<file path="src/rtl/id_stage_hz.sv">
`default_nettype none
// ============================================================================
// Module   : id_stage_hz
// Purpose  : MIPS instruction-decode stage. Holds the register file, decodes
//            the IF/ID instruction, resolves branches and jumps in ID (with
//            EX/MEM operand forwarding), detects load-use and branch hazards,
//            and owns the ID/EX pipeline register with bubble, flush, debug
//            single-step gating and a HALT drain state machine.
// Ports    : clk, i_reset (async, active low)
//            i_instruction / i_pc           - IF/ID payload
//            i_we / i_wr_addr / i_wr_data_WB - writeback port
//            i_exmem_*                       - EX/MEM forwarding source
//            i_debug_mode / i_step / i_flush - pipeline control
//            o_stall_req, o_jump*            - combinational hazard/jump outputs
//            o_* (remaining)                 - registered ID/EX fields, o_stop
// Revision : 1.0 - initial release
// ============================================================================
module id_stage_hz #(
  parameter int NB_DATA      = 32,
  parameter int NB_ADDR      = 5,
  parameter int DRAIN_CYCLES = 3
) (
  input  logic               clk,
  input  logic               i_reset,
  input  logic [NB_DATA-1:0] i_instruction,
  input  logic [NB_DATA-1:0] i_pc,
  input  logic               i_we,
  input  logic [NB_ADDR-1:0] i_wr_addr,
  input  logic [NB_DATA-1:0] i_wr_data_WB,
  input  logic               i_exmem_regwrite,
  input  logic               i_exmem_memread,
  input  logic [NB_ADDR-1:0] i_exmem_rd,
  input  logic [NB_DATA-1:0] i_exmem_data,
  input  logic               i_debug_mode,
  input  logic               i_step,
  input  logic               i_flush,
  output logic               o_stall_req,
  output logic               o_jump,
  output logic [1:0]         o_jump_cases,
  output logic [NB_DATA-1:0] o_addr2jump,
  output logic [NB_ADDR-1:0] o_rs,
  output logic [NB_ADDR-1:0] o_rt,
  output logic [NB_ADDR-1:0] o_rd,
  output logic [4:0]         o_shamt,
  output logic [5:0]         o_opcode,
  output logic [5:0]         o_func,
  output logic [NB_DATA-1:0] o_reg_DA,
  output logic [NB_DATA-1:0] o_reg_DB,
  output logic [NB_DATA-1:0] o_immediate,
  output logic [NB_DATA-1:0] o_pc,
  output logic               o_branch,
  output logic               o_regDst,
  output logic               o_mem2Reg,
  output logic               o_memRead,
  output logic               o_memWrite,
  output logic               o_immediate_flag,
  output logic               o_sign_flag,
  output logic               o_regWrite,
  output logic [1:0]         o_aluSrc,
  output logic [1:0]         o_width,
  output logic [1:0]         o_aluOp,
  output logic               o_stop
);

  localparam logic [5:0] OP_RTYPE = 6'b000000;
  localparam logic [5:0] OP_J     = 6'b000010;
  localparam logic [5:0] OP_JAL   = 6'b000011;
  localparam logic [5:0] OP_BEQ   = 6'b000100;
  localparam logic [5:0] OP_BNE   = 6'b000101;
  localparam logic [5:0] FN_SLL   = 6'b000000;
  localparam logic [5:0] FN_SRL   = 6'b000010;
  localparam logic [5:0] FN_SRA   = 6'b000011;
  localparam logic [5:0] FN_JR    = 6'b001000;
  localparam logic [5:0] FN_JALR  = 6'b001001;

  localparam logic [1:0] JC_NONE   = 2'b00;
  localparam logic [1:0] JC_BRANCH = 2'b01;
  localparam logic [1:0] JC_LINK   = 2'b10;

  localparam logic [3:0] DRAIN_LOAD = 4'(DRAIN_CYCLES - 1);

  typedef enum logic [1:0] {
    ST_RUN    = 2'd0,
    ST_DRAIN  = 2'd1,
    ST_HALTED = 2'd2
  } state_t;

  state_t     state, state_next;
  logic [3:0] drain_cnt, cnt_next;

  // --------------------------------------------------------------------------
  // Instruction fields and classification
  // --------------------------------------------------------------------------
  logic [5:0]         opcode, func;
  logic [4:0]         shamt;
  logic [15:0]        imm16;
  logic [NB_ADDR-1:0] rs, rt, rd;

  assign opcode = i_instruction[31:26];
  assign func   = i_instruction[5:0];
  assign shamt  = i_instruction[10:6];
  assign imm16  = i_instruction[15:0];
  assign rs     = NB_ADDR'(i_instruction[25:21]);
  assign rt     = NB_ADDR'(i_instruction[20:16]);
  assign rd     = NB_ADDR'(i_instruction[15:11]);

  logic is_rtype, is_jr, is_jalr, is_shift, is_j, is_jal, is_beq, is_bne;
  logic is_load, is_store, is_alui, is_halt, is_cmp, uses_rt;

  assign is_rtype = (opcode == OP_RTYPE);
  assign is_jr    = is_rtype && (func == FN_JR);
  assign is_jalr  = is_rtype && (func == FN_JALR);
  assign is_shift = is_rtype && ((func == FN_SLL) || (func == FN_SRL) || (func == FN_SRA));
  assign is_j     = (opcode == OP_J);
  assign is_jal   = (opcode == OP_JAL);
  assign is_beq   = (opcode == OP_BEQ);
  assign is_bne   = (opcode == OP_BNE);
  assign is_load  = (opcode[5:3] == 3'b100);
  assign is_store = (opcode[5:3] == 3'b101);
  assign is_alui  = (opcode[5:3] == 3'b001);
  assign is_halt  = &i_instruction;
  // Instructions whose operands are compared/consumed in ID itself.
  assign is_cmp   = is_beq || is_bne || is_jr || is_jalr;
  assign uses_rt  = is_rtype || is_beq || is_bne || is_store;

  // --------------------------------------------------------------------------
  // Control decode
  // --------------------------------------------------------------------------
  logic       d_regDst, d_regWrite, d_branch, d_sign_flag;
  logic [1:0] d_aluSrc, d_width, d_aluOp;
  logic [NB_DATA-1:0] imm_sext, imm_zext, d_immediate;

  assign d_regDst    = is_rtype;
  assign d_regWrite  = (is_rtype && !is_jr) || is_load || is_alui || is_jal;
  assign d_branch    = is_beq || is_bne;
  // Signed loads/stores and ADDI/ADDIU/SLTI/SLTIU all have opcode bit 2 clear.
  assign d_sign_flag = (is_load || is_store || is_alui) && !opcode[2];
  assign d_aluSrc    = is_shift ? 2'b10 : ((is_load || is_store || is_alui) ? 2'b01 : 2'b00);
  assign d_width     = (is_load || is_store) ? opcode[1:0] : 2'b00;
  assign d_aluOp     = is_rtype ? 2'b10 : (is_alui ? 2'b11 : (d_branch ? 2'b01 : 2'b00));

  assign imm_sext    = {{(NB_DATA-16){imm16[15]}}, imm16};
  assign imm_zext    = {{(NB_DATA-16){1'b0}}, imm16};
  // ANDI/ORI/XORI/LUI take a zero-extended immediate.
  assign d_immediate = (is_alui && opcode[2]) ? imm_zext : imm_sext;

  // --------------------------------------------------------------------------
  // Register file with write-first bypass; register 0 is hard zero.
  // --------------------------------------------------------------------------
  logic [NB_DATA-1:0] regs [2**NB_ADDR];

  always_ff @(posedge clk or negedge i_reset) begin
    if (!i_reset) begin
      for (int k = 0; k < 2**NB_ADDR; k++) regs[k] <= '0;
    end else if (i_we && (i_wr_addr != '0)) begin
      regs[i_wr_addr] <= i_wr_data_WB;
    end
  end

  logic [NB_DATA-1:0] rf_a, rf_b, cmp_a, cmp_b;

  assign rf_a = (rs == '0) ? '0 :
                (i_we && (i_wr_addr == rs)) ? i_wr_data_WB : regs[rs];
  assign rf_b = (rt == '0) ? '0 :
                (i_we && (i_wr_addr == rt)) ? i_wr_data_WB : regs[rt];

  // Branch/jump-register operands: EX/MEM result outranks the WB bypass.
  assign cmp_a = (i_exmem_regwrite && (i_exmem_rd != '0) && (i_exmem_rd == rs)) ? i_exmem_data : rf_a;
  assign cmp_b = (i_exmem_regwrite && (i_exmem_rd != '0) && (i_exmem_rd == rt)) ? i_exmem_data : rf_b;

  // --------------------------------------------------------------------------
  // Hazard detection against the current ID/EX entry and EX/MEM
  // --------------------------------------------------------------------------
  logic [NB_ADDR-1:0] idex_dst;
  logic haz_load_use, haz_branch_ex, haz_branch_mem;

  assign idex_dst = o_regDst ? o_rd : o_rt;

  assign haz_load_use   = o_memRead && (o_rt != '0) &&
                          ((o_rt == rs) || (uses_rt && (o_rt == rt)));
  assign haz_branch_ex  = is_cmp && o_regWrite && (idex_dst != '0) &&
                          ((idex_dst == rs) || (d_branch && (idex_dst == rt)));
  assign haz_branch_mem = is_cmp && i_exmem_memread && (i_exmem_rd != '0) &&
                          ((i_exmem_rd == rs) || (d_branch && (i_exmem_rd == rt)));

  assign o_stall_req = (state == ST_RUN) && (haz_load_use || haz_branch_ex || haz_branch_mem);

  // --------------------------------------------------------------------------
  // Jump resolution
  // --------------------------------------------------------------------------
  logic [NB_DATA-1:0] j_target, b_target;
  logic               branch_taken;

  assign j_target = {i_pc[NB_DATA-1:NB_DATA-4], {(NB_DATA-4){1'b0}}} |
                    NB_DATA'({i_instruction[25:0], 2'b00});
  assign b_target = i_pc + NB_DATA'(4) + (imm_sext << 2);
  assign branch_taken = (is_beq && (cmp_a == cmp_b)) || (is_bne && (cmp_a != cmp_b));

  always_comb begin
    o_jump       = 1'b0;
    o_jump_cases = JC_NONE;
    o_addr2jump  = '0;
    if (is_j || is_jal) begin
      o_jump       = 1'b1;
      o_jump_cases = is_jal ? JC_LINK : JC_NONE;
      o_addr2jump  = j_target;
    end else if (is_jr || is_jalr) begin
      o_jump       = 1'b1;
      o_jump_cases = is_jalr ? JC_LINK : JC_NONE;
      o_addr2jump  = cmp_a;
    end else if (branch_taken) begin
      o_jump       = 1'b1;
      o_jump_cases = JC_BRANCH;
      o_addr2jump  = b_target;
    end
    // A stalled instruction may be using stale operands; never redirect.
    if (o_stall_req) begin
      o_jump       = 1'b0;
      o_jump_cases = JC_NONE;
      o_addr2jump  = '0;
    end
  end

  // --------------------------------------------------------------------------
  // HALT drain FSM
  // --------------------------------------------------------------------------
  logic advance;
  assign advance = !i_debug_mode || i_step;

  always_ff @(posedge clk or negedge i_reset) begin
    if (!i_reset) begin
      state     <= ST_RUN;
      drain_cnt <= '0;
      o_stop    <= 1'b0;
    end else begin
      state     <= state_next;
      drain_cnt <= cnt_next;
      o_stop    <= (state_next == ST_HALTED);
    end
  end

  always_comb begin
    state_next = state;
    cnt_next   = drain_cnt;
    if (advance) begin
      case (state)
        ST_RUN: begin
          if (is_halt && !o_stall_req) begin
            state_next = ST_DRAIN;
            cnt_next   = DRAIN_LOAD;
          end
        end
        ST_DRAIN: begin
          if (drain_cnt == '0) state_next = ST_HALTED;
          else                 cnt_next   = drain_cnt - 4'd1;
        end
        ST_HALTED: state_next = ST_HALTED;
        default:   state_next = ST_RUN;
      endcase
    end
  end

  // --------------------------------------------------------------------------
  // ID/EX pipeline register
  // --------------------------------------------------------------------------
  logic load;
  assign load = !(i_flush || o_stall_req || (state != ST_RUN) || is_halt);

  always_ff @(posedge clk or negedge i_reset) begin
    if (!i_reset) begin
      o_rs <= '0; o_rt <= '0; o_rd <= '0; o_shamt <= '0;
      o_opcode <= '0; o_func <= '0;
      o_reg_DA <= '0; o_reg_DB <= '0; o_immediate <= '0; o_pc <= '0;
      o_branch <= 1'b0; o_regDst <= 1'b0; o_mem2Reg <= 1'b0;
      o_memRead <= 1'b0; o_memWrite <= 1'b0; o_immediate_flag <= 1'b0;
      o_sign_flag <= 1'b0; o_regWrite <= 1'b0;
      o_aluSrc <= '0; o_width <= '0; o_aluOp <= '0;
    end else if (advance) begin
      o_rs             <= load ? rs          : '0;
      o_rt             <= load ? rt          : '0;
      o_rd             <= load ? rd          : '0;
      o_shamt          <= load ? shamt       : '0;
      o_opcode         <= load ? opcode      : '0;
      o_func           <= load ? func        : '0;
      o_reg_DA         <= load ? rf_a        : '0;
      o_reg_DB         <= load ? rf_b        : '0;
      o_immediate      <= load ? d_immediate : '0;
      o_pc             <= load ? i_pc        : '0;
      o_branch         <= load && d_branch;
      o_regDst         <= load && d_regDst;
      o_mem2Reg        <= load && is_load;
      o_memRead        <= load && is_load;
      o_memWrite       <= load && is_store;
      o_immediate_flag <= load && is_alui;
      o_sign_flag      <= load && d_sign_flag;
      o_regWrite       <= load && d_regWrite;
      o_aluSrc         <= load ? d_aluSrc    : '0;
      o_width          <= load ? d_width     : '0;
      o_aluOp          <= load ? d_aluOp     : '0;
    end
  end

endmodule
`default_nettype wire

</file>
<file path="config.mk">
export PLATFORM = sky130hd
export DESIGN_NAME = id_stage_hz
export DESIGN_NICKNAME = d
export VERILOG_FILES = /design/src/rtl/id_stage_hz.sv
export SDC_FILE = /design/constraint.sdc
export NUM_CORES = 2
export LEC_CHECK = 0
export ABC_AREA = 0
export CAP_MARGIN = 10
export CORE_MARGIN = 4
export CORE_UTILIZATION = 60
export DETAILED_ROUTE_END_ITERATION = 10
export HOLD_SLACK_MARGIN = 0.15
export PLACE_DENSITY = 0.8
export SLEW_MARGIN = 25
export SYNTH_ARGS = -nofsm -noshare
export SYNTH_HDL_FRONTEND = slang
export SYNTH_SLANG_ARGS = --single-unit
</file>
<file path="constraint.sdc">
create_clock -name clk -period 8.7 [get_ports clk]
set_clock_uncertainty 0.1 [all_clocks]
set_input_delay 1.305 -clock clk [delete_from_list [all_inputs] [get_ports clk]]
set_output_delay 1.305 -clock clk [all_outputs]
set_load 0.005 [all_outputs]
</file>
==> After elaboration in Yosys (flattened, before gate mapping) <==
Cells that the tools add are included.
{ "classes": {"mux": 57, "div": 0, "n_bitwise": 4, "eq_ne": 26, "n_reduce_logical": 79, "order_cmp": 4, "shifts": 0, "mul": 0, "n_addsub": 3} }
{ "ops": {"columns": ["cell", "n"], "rows": [
  ["$bwmux W1024", 1],
  ["$mux W32", 20],
  ["$bmux W32 S5", 2],
  ["$demux W32 S5", 1],
  ["$eq A5 B5 Y1", 8],
  ["$logic_and A1 B1 Y1", 35],
  ["$add A32 B3 Y32 const B", 1],
  ["$add A32 B32 Y32", 1],
  ["$eq A32 B32 Y1", 1],
  ["$ne A32 B32 Y1", 1],
  ["$or A32 B28 Y32", 1],
  ["$reduce_and A32 Y1", 1],
  ["$mux W2", 15],
  ["$logic_or A1 B1 Y1", 25],
  ["$mux W5", 5],
  ["$eq A6 B2 Y1 const B", 4],
  ["$reduce_bool A5 Y1", 4],
  ["$ge A6 B6 Y1 const B", 3],
  ["$not A5 Y6", 3],
  ["$eq A6 B3 Y1 const B", 2],
  ["$eq A6 B4 Y1 const B", 2],
  ["$logic_not A6 Y1", 2],
  ["$mux W6", 2],
  ["$logic_not A5 Y1", 2],
  ["other kinds (17)", 31]
]} }
{ "totals": {"latchBits": 0, "ramBits": 0, "n_memories": 0, "register_bits": 1204, "inputBits": 146, "output_inout_bits": 211, "mem_bits_ro": 0} }

==> Depth between registers and ports, before layout <==
{ "logic_depth": {"ltp_word": 16, "ltp_mapped": 21, "mapped_depth_nobuf": 19} }

==> Worst setup path before layout <==
OpenSTA, ideal clock, no wires.
{ "synth_timing": {"kind": "in2out", "start": "in i_instruction[21]", "end": "out o_addr2jump[18]", "path_stages": 18, "path_slack_ns": 2.347, "arrival_time_ns": 4.948, "n_path_buf": 6, "cell_sequence": "buf_4 buf_6 buf_6 buf_2 buf_2 mux4_2 a22oi_1 a21oi_1 a211o_1 o21ai_0 o31ai_1 xor2_1 a2111oi_2 o221ai_2 nor3_4 nor2_2 buf_6 o31ai_1"} }
{ "synth_between": {"elab_chain_len": 14, "elab_cells_between_ends": 32} }
{ "synth_lines": {"columns": ["element", "line_no", "rtl"], "rows": [
  ["from (decl)", "25", "input logic [NB_DATA-1:0] i_instruction,"],
  ["$not A5 Y6 (implied by the code)", "163", "(i_we && (i_wr_addr == rs)) ? i_wr_data_WB : regs[rs];"],
  ["$bmux W32 S5", "163", null],
  ["$mux W32 (implied by the code) (2 in series)", "163", null],
  ["$mux W32", "163", null],
  ["$mux W32", "162", "assign rf_a = (rs == '0) ? '0 :"],
  ["$mux W32", "168", "assign cmp_a = (i_exmem_regwrite && (i_exmem_rd != '0) && (i_exmem_rd == rs)) ? i_exmem_data : rf_a;"],
  ["$eq A32 B32 Y1 / $ne A32 B32 Y1 (equally long branches)", "197", "assign branch_taken = (is_beq && (cmp_a == cmp_b)) || (is_bne && (cmp_a != cmp_b));"],
  ["$logic_and A1 B1 Y1", "197", null],
  ["$logic_or A1 B1 Y1", "197", null],
  ["$mux W32", "211", "end else if (branch_taken) begin"],
  ["$mux W32", "207", "end else if (is_jr || is_jalr) begin"],
  ["$mux W32", "203", "if (is_j || is_jal) begin"],
  ["$mux W32 (*)", "217", "if (o_stall_req) begin"],
  ["to (decl)", "40", "output logic [NB_DATA-1:0] o_addr2jump,"]
]} }
Mark *: on every way between the ends. The rest lies on a longest branch, timed or not. The select of a mux whose other input is x is not followed.

==> Final worst setup path <==
{ "layout_timing": {"start": "in i_instruction[16]", "end": "out o_addr2jump[6]"} }
{ "layout_between": {"elab_chain_len": 14, "elab_cells_between_ends": 35} }
{ "layout_lines": {"columns": ["element", "line_no", "rtl"], "rows": [
  ["$not A5 Y6 (implied by the code)", "165", "(i_we && (i_wr_addr == rt)) ? i_wr_data_WB : regs[rt];"],
  ["$bmux W32 S5", "165", null],
  ["$mux W32 (implied by the code) (2 in series)", "165", null],
  ["$mux W32", "165", null],
  ["$mux W32", "164", "assign rf_b = (rt == '0) ? '0 :"],
  ["$mux W32", "169", "assign cmp_b = (i_exmem_regwrite && (i_exmem_rd != '0) && (i_exmem_rd == rt)) ? i_exmem_data : rf_b;"],
  ["$eq A32 B32 Y1 / $ne A32 B32 Y1 (equally long branches)", "197", null],
  ["$logic_and A1 B1 Y1", "197", null],
  ["$logic_or A1 B1 Y1", "197", null],
  ["$mux W32", "211", null],
  ["$mux W32", "207", null],
  ["$mux W32", "203", null],
  ["$mux W32 (*)", "217", null]
]} }
Marks and branches as above.

==> metrics.txt <==
Initial Util 0.607; Port Buf Inserts 356; power density cells 219 mW/mm2; ys async rst share 1.00; Yosys top cell area share 0.441; TritonCTS clock tree yes; CTS root buffer clkbuf_16; sw frac 0.303; DRC violation count after routing 0; number of synthesized flops with an enable pin 0; RSZ-0062 raised after global routing no; Netlist Area Pre-Place 0.0665 mm2; DIE WIDTH 341 um; Mapped Avg Cell Area 13.0 um2; first-pass GRT wire length 370000 um; crit path capture type output port; synthesized instance count 5109; TNS Setup 0 ns; peak supply drop 200 uV; Die Y 341 um; Slew Limit Headroom 0.218; NetSw 0.00505 W; HPWL Detailed 169000 um; synth unique cells 92; net total in the final layout 5519; Seq cells post-synth 1173; main area contributors after synthesis dfrtp_1 (44%), mux2_2 (17%), mux4_2 (15%); Area Growth Syn to Fin 14.4%; grt total ovfl 0; clock slew at reported path FFs 0.06 ns; outcome finished clean; # IOs 357; Via Count 52600; # rows 121; initial antenna violation count 14; LEAKAGE 32.8 nW; per-cell routed wire length 37.3 um; Post-Syn Nets 5315; clock share of power 0.325; Seq/Total Area, Yosys 0.441; f_max 116 MHz; CP Launch Type input port; max-cap violations 0; Hold/Removal Path Class register to register; vias in the first global route 52300; Antenna Nets Post-Route 0; Most used DFF post-synth dfrtp_1; First DRT Iteration DRCs 8608; largest net degree at the start of global routing 190; Post-CTS Setup Bufs 0; sequential share of power 0.432; Max H-tree Level 3; Final Hold Vio Count 0; Worst Setup Slack post-DPL 0.388 ns; warnings from Yosys 0; CP Max Fanout 44; Critical Path RT 7.30 ns; cts hold-fix bufs 0; internal power 0.0116 W; GRT Overall Usage 0.438; CTS buffer count 121; routability cong. 1.03; actual slew at the worst max-slew pin 1.17 ns; CP Data Arrival Time 7.18 ns; count leader, synth dfrtp_1; final setup margin 0.113 ns; final max-slew violation count 0; biggest area consumer among synthesized cells dfrtp_1; post-cts resize count 0; fin crit period 8.59 ns; core area 0.109 mm2; combinational share of power 0.244; first-pass detailed-route iteration total 7; most frequent cells after synthesis dfrtp_1 (1173), mux2_2 (1026), mux4_2 (437); clock latency on the worst-skew pair 0.75 ns; final worst path period share 0.987; overall routed net length 257000 um; share of cells above drive strength 1 0.377; WS Path Type input port to output port; final setup violation count 0; Via-to-Cell Ratio 7.62; clock buffer depth 3; die area 0.116 mm2; clock sink total 1173
## path summary, 6_finish.rpt
check                                 end  slack (ns)               from  cells past startpoint
setup / recovery           o_addr2jump[6]        0.11  i_instruction[16]                     17
hold / removal                 regs[1000]        0.30         regs[1000]                      0
max in group asynchronous    o_reg_DA[16]        5.83            i_reset                      4
setup reg to reg             o_reg_DB[28]        3.72           o_regDst                     12
min in group asynchronous         o_rt[1]        0.59            i_reset                      1
hold reg to reg                regs[1000]        0.30         regs[1000]                      0
## power by group through the flow
stage	combinational, W	sequential, W	clock, W
after global routing	0.00422	0.00727	0.00562
final	0.00406	0.00719	0.00541
after detailed placement	0.00390	0.00722	0
after global placement	0.00380	0.00713	0
after CTS	0.00393	0.00714	0.00539
after floorplan	0.00261	0.00696	0
## critical path, stage by stage
cell             delay, ns
buf_8                 0.42
buf_4                 0.42
mux4_2                0.56
a221oi_1              0.78
o2bb2ai_1             0.16
a22oi_1               0.78
xor2_1                0.23
a21oi_1               0.09
a21boi_1              0.24
nand4_1               0.12
or4_4                 0.58
o21a_1                0.28
nor2_2                0.21
buf_4                 0.23
o21ai_0               0.12
buf_4                 0.18
clkdlybuf4s50_1       0.44
## layer usage
layer,track usage,vias to the layer above,share of wire
met5,0.0233,-,0.0017
met4,0.329,18,0.10
met3,0.176,1420,0.15
met2,0.616,4737,0.42
met1,0.543,26500,0.33
li1,-,19900,-
## cell usage in the layout, fill, tap and decap left out, types with 12 or more instances in the layout
cell,n
dfrtp_1,1173
mux2_2,1026
mux4_2,437
clkdlybuf4s50_1,343
nand2_1,255
buf_4,249
mux2i_1,216
o21ai_0,158
a21oi_1,134
clkbuf_16,124
nor2_1,116
a22oi_1,101
a22o_1,100
xnor2_1,63
ha_1,59
nand3_1,53
o221ai_1,40
o22ai_1,38
xor2_1,36
a211oi_1,33
o211ai_1,32
inv_1,31
clkbuf_1,31
a31oi_1,30
nor3_1,28
nand4_1,28
clkbuf_8,26
buf_12,25
clkinv_2,22
a221oi_1,19
nor2_4,17
nand2b_1,17
a21o_1,17
a32oi_1,15
o31ai_1,15
and3_1,14
nand2_4,14
and2_1,12
nor2b_1,12
## sequential cells by signal, summed over array words and instances (netlist names), 5 cells and up
signal    cells
o_func        5
o_opcode      6
o_pc         32
o_reg_DA     32
o_reg_DB     32
o_rs          5
o_rt          5
regs       1024
## metrics by stage
step / cell area (um2) / utilization / power, W / hold WS (ns) / std cells
floorplan: 66500 / - / 0.00957 / 0.341 / 5109
global placement: 71900 / 0.656 / 0.0109 / 0.277 / 6661
detailed placement: 71900 / 0.657 / 0.0111 / 0.283 / 6662
CTS: 76000 / 0.694 / 0.0165 / 0.297 / 6888
global route: 76000 / 0.695 / 0.0171 / 0.306 / 6894
finish: 76000 / 0.695 / 0.0167 / 0.298 / 6901
## layout make-up
class	instances	area (um2)
diodes	9	22.5
clock buffers	181	3580
clock inverters	45	509
fillers	7542	33400
inverters	35	131
multi-input cells	3350	34600
flip-flops and latches	1173	29400
well taps	1476	1850
repair buffers	632	5980
## logic make-up (layout without fill, tap and decap cells)
kind of cell / count (synthesis) / count (layout) / synth area share
DFF: 1173 / 1173 / 0.441
AOI/OAI and AO/OA: 849 / 849 / 0.0902
other: 0 / 9 / 0
buffers and inverters: 586 / 893 / 0.0425
xor gates and xnor gates: 99 / 99 / 0.0130
muxes: 1679 / 1679 / 0.354
and+or+nand+nor: 663 / 663 / 0.0471
adders and majority gates: 60 / 60 / 0.0114
Note: power is estimated with default switching activity, not from simulation.
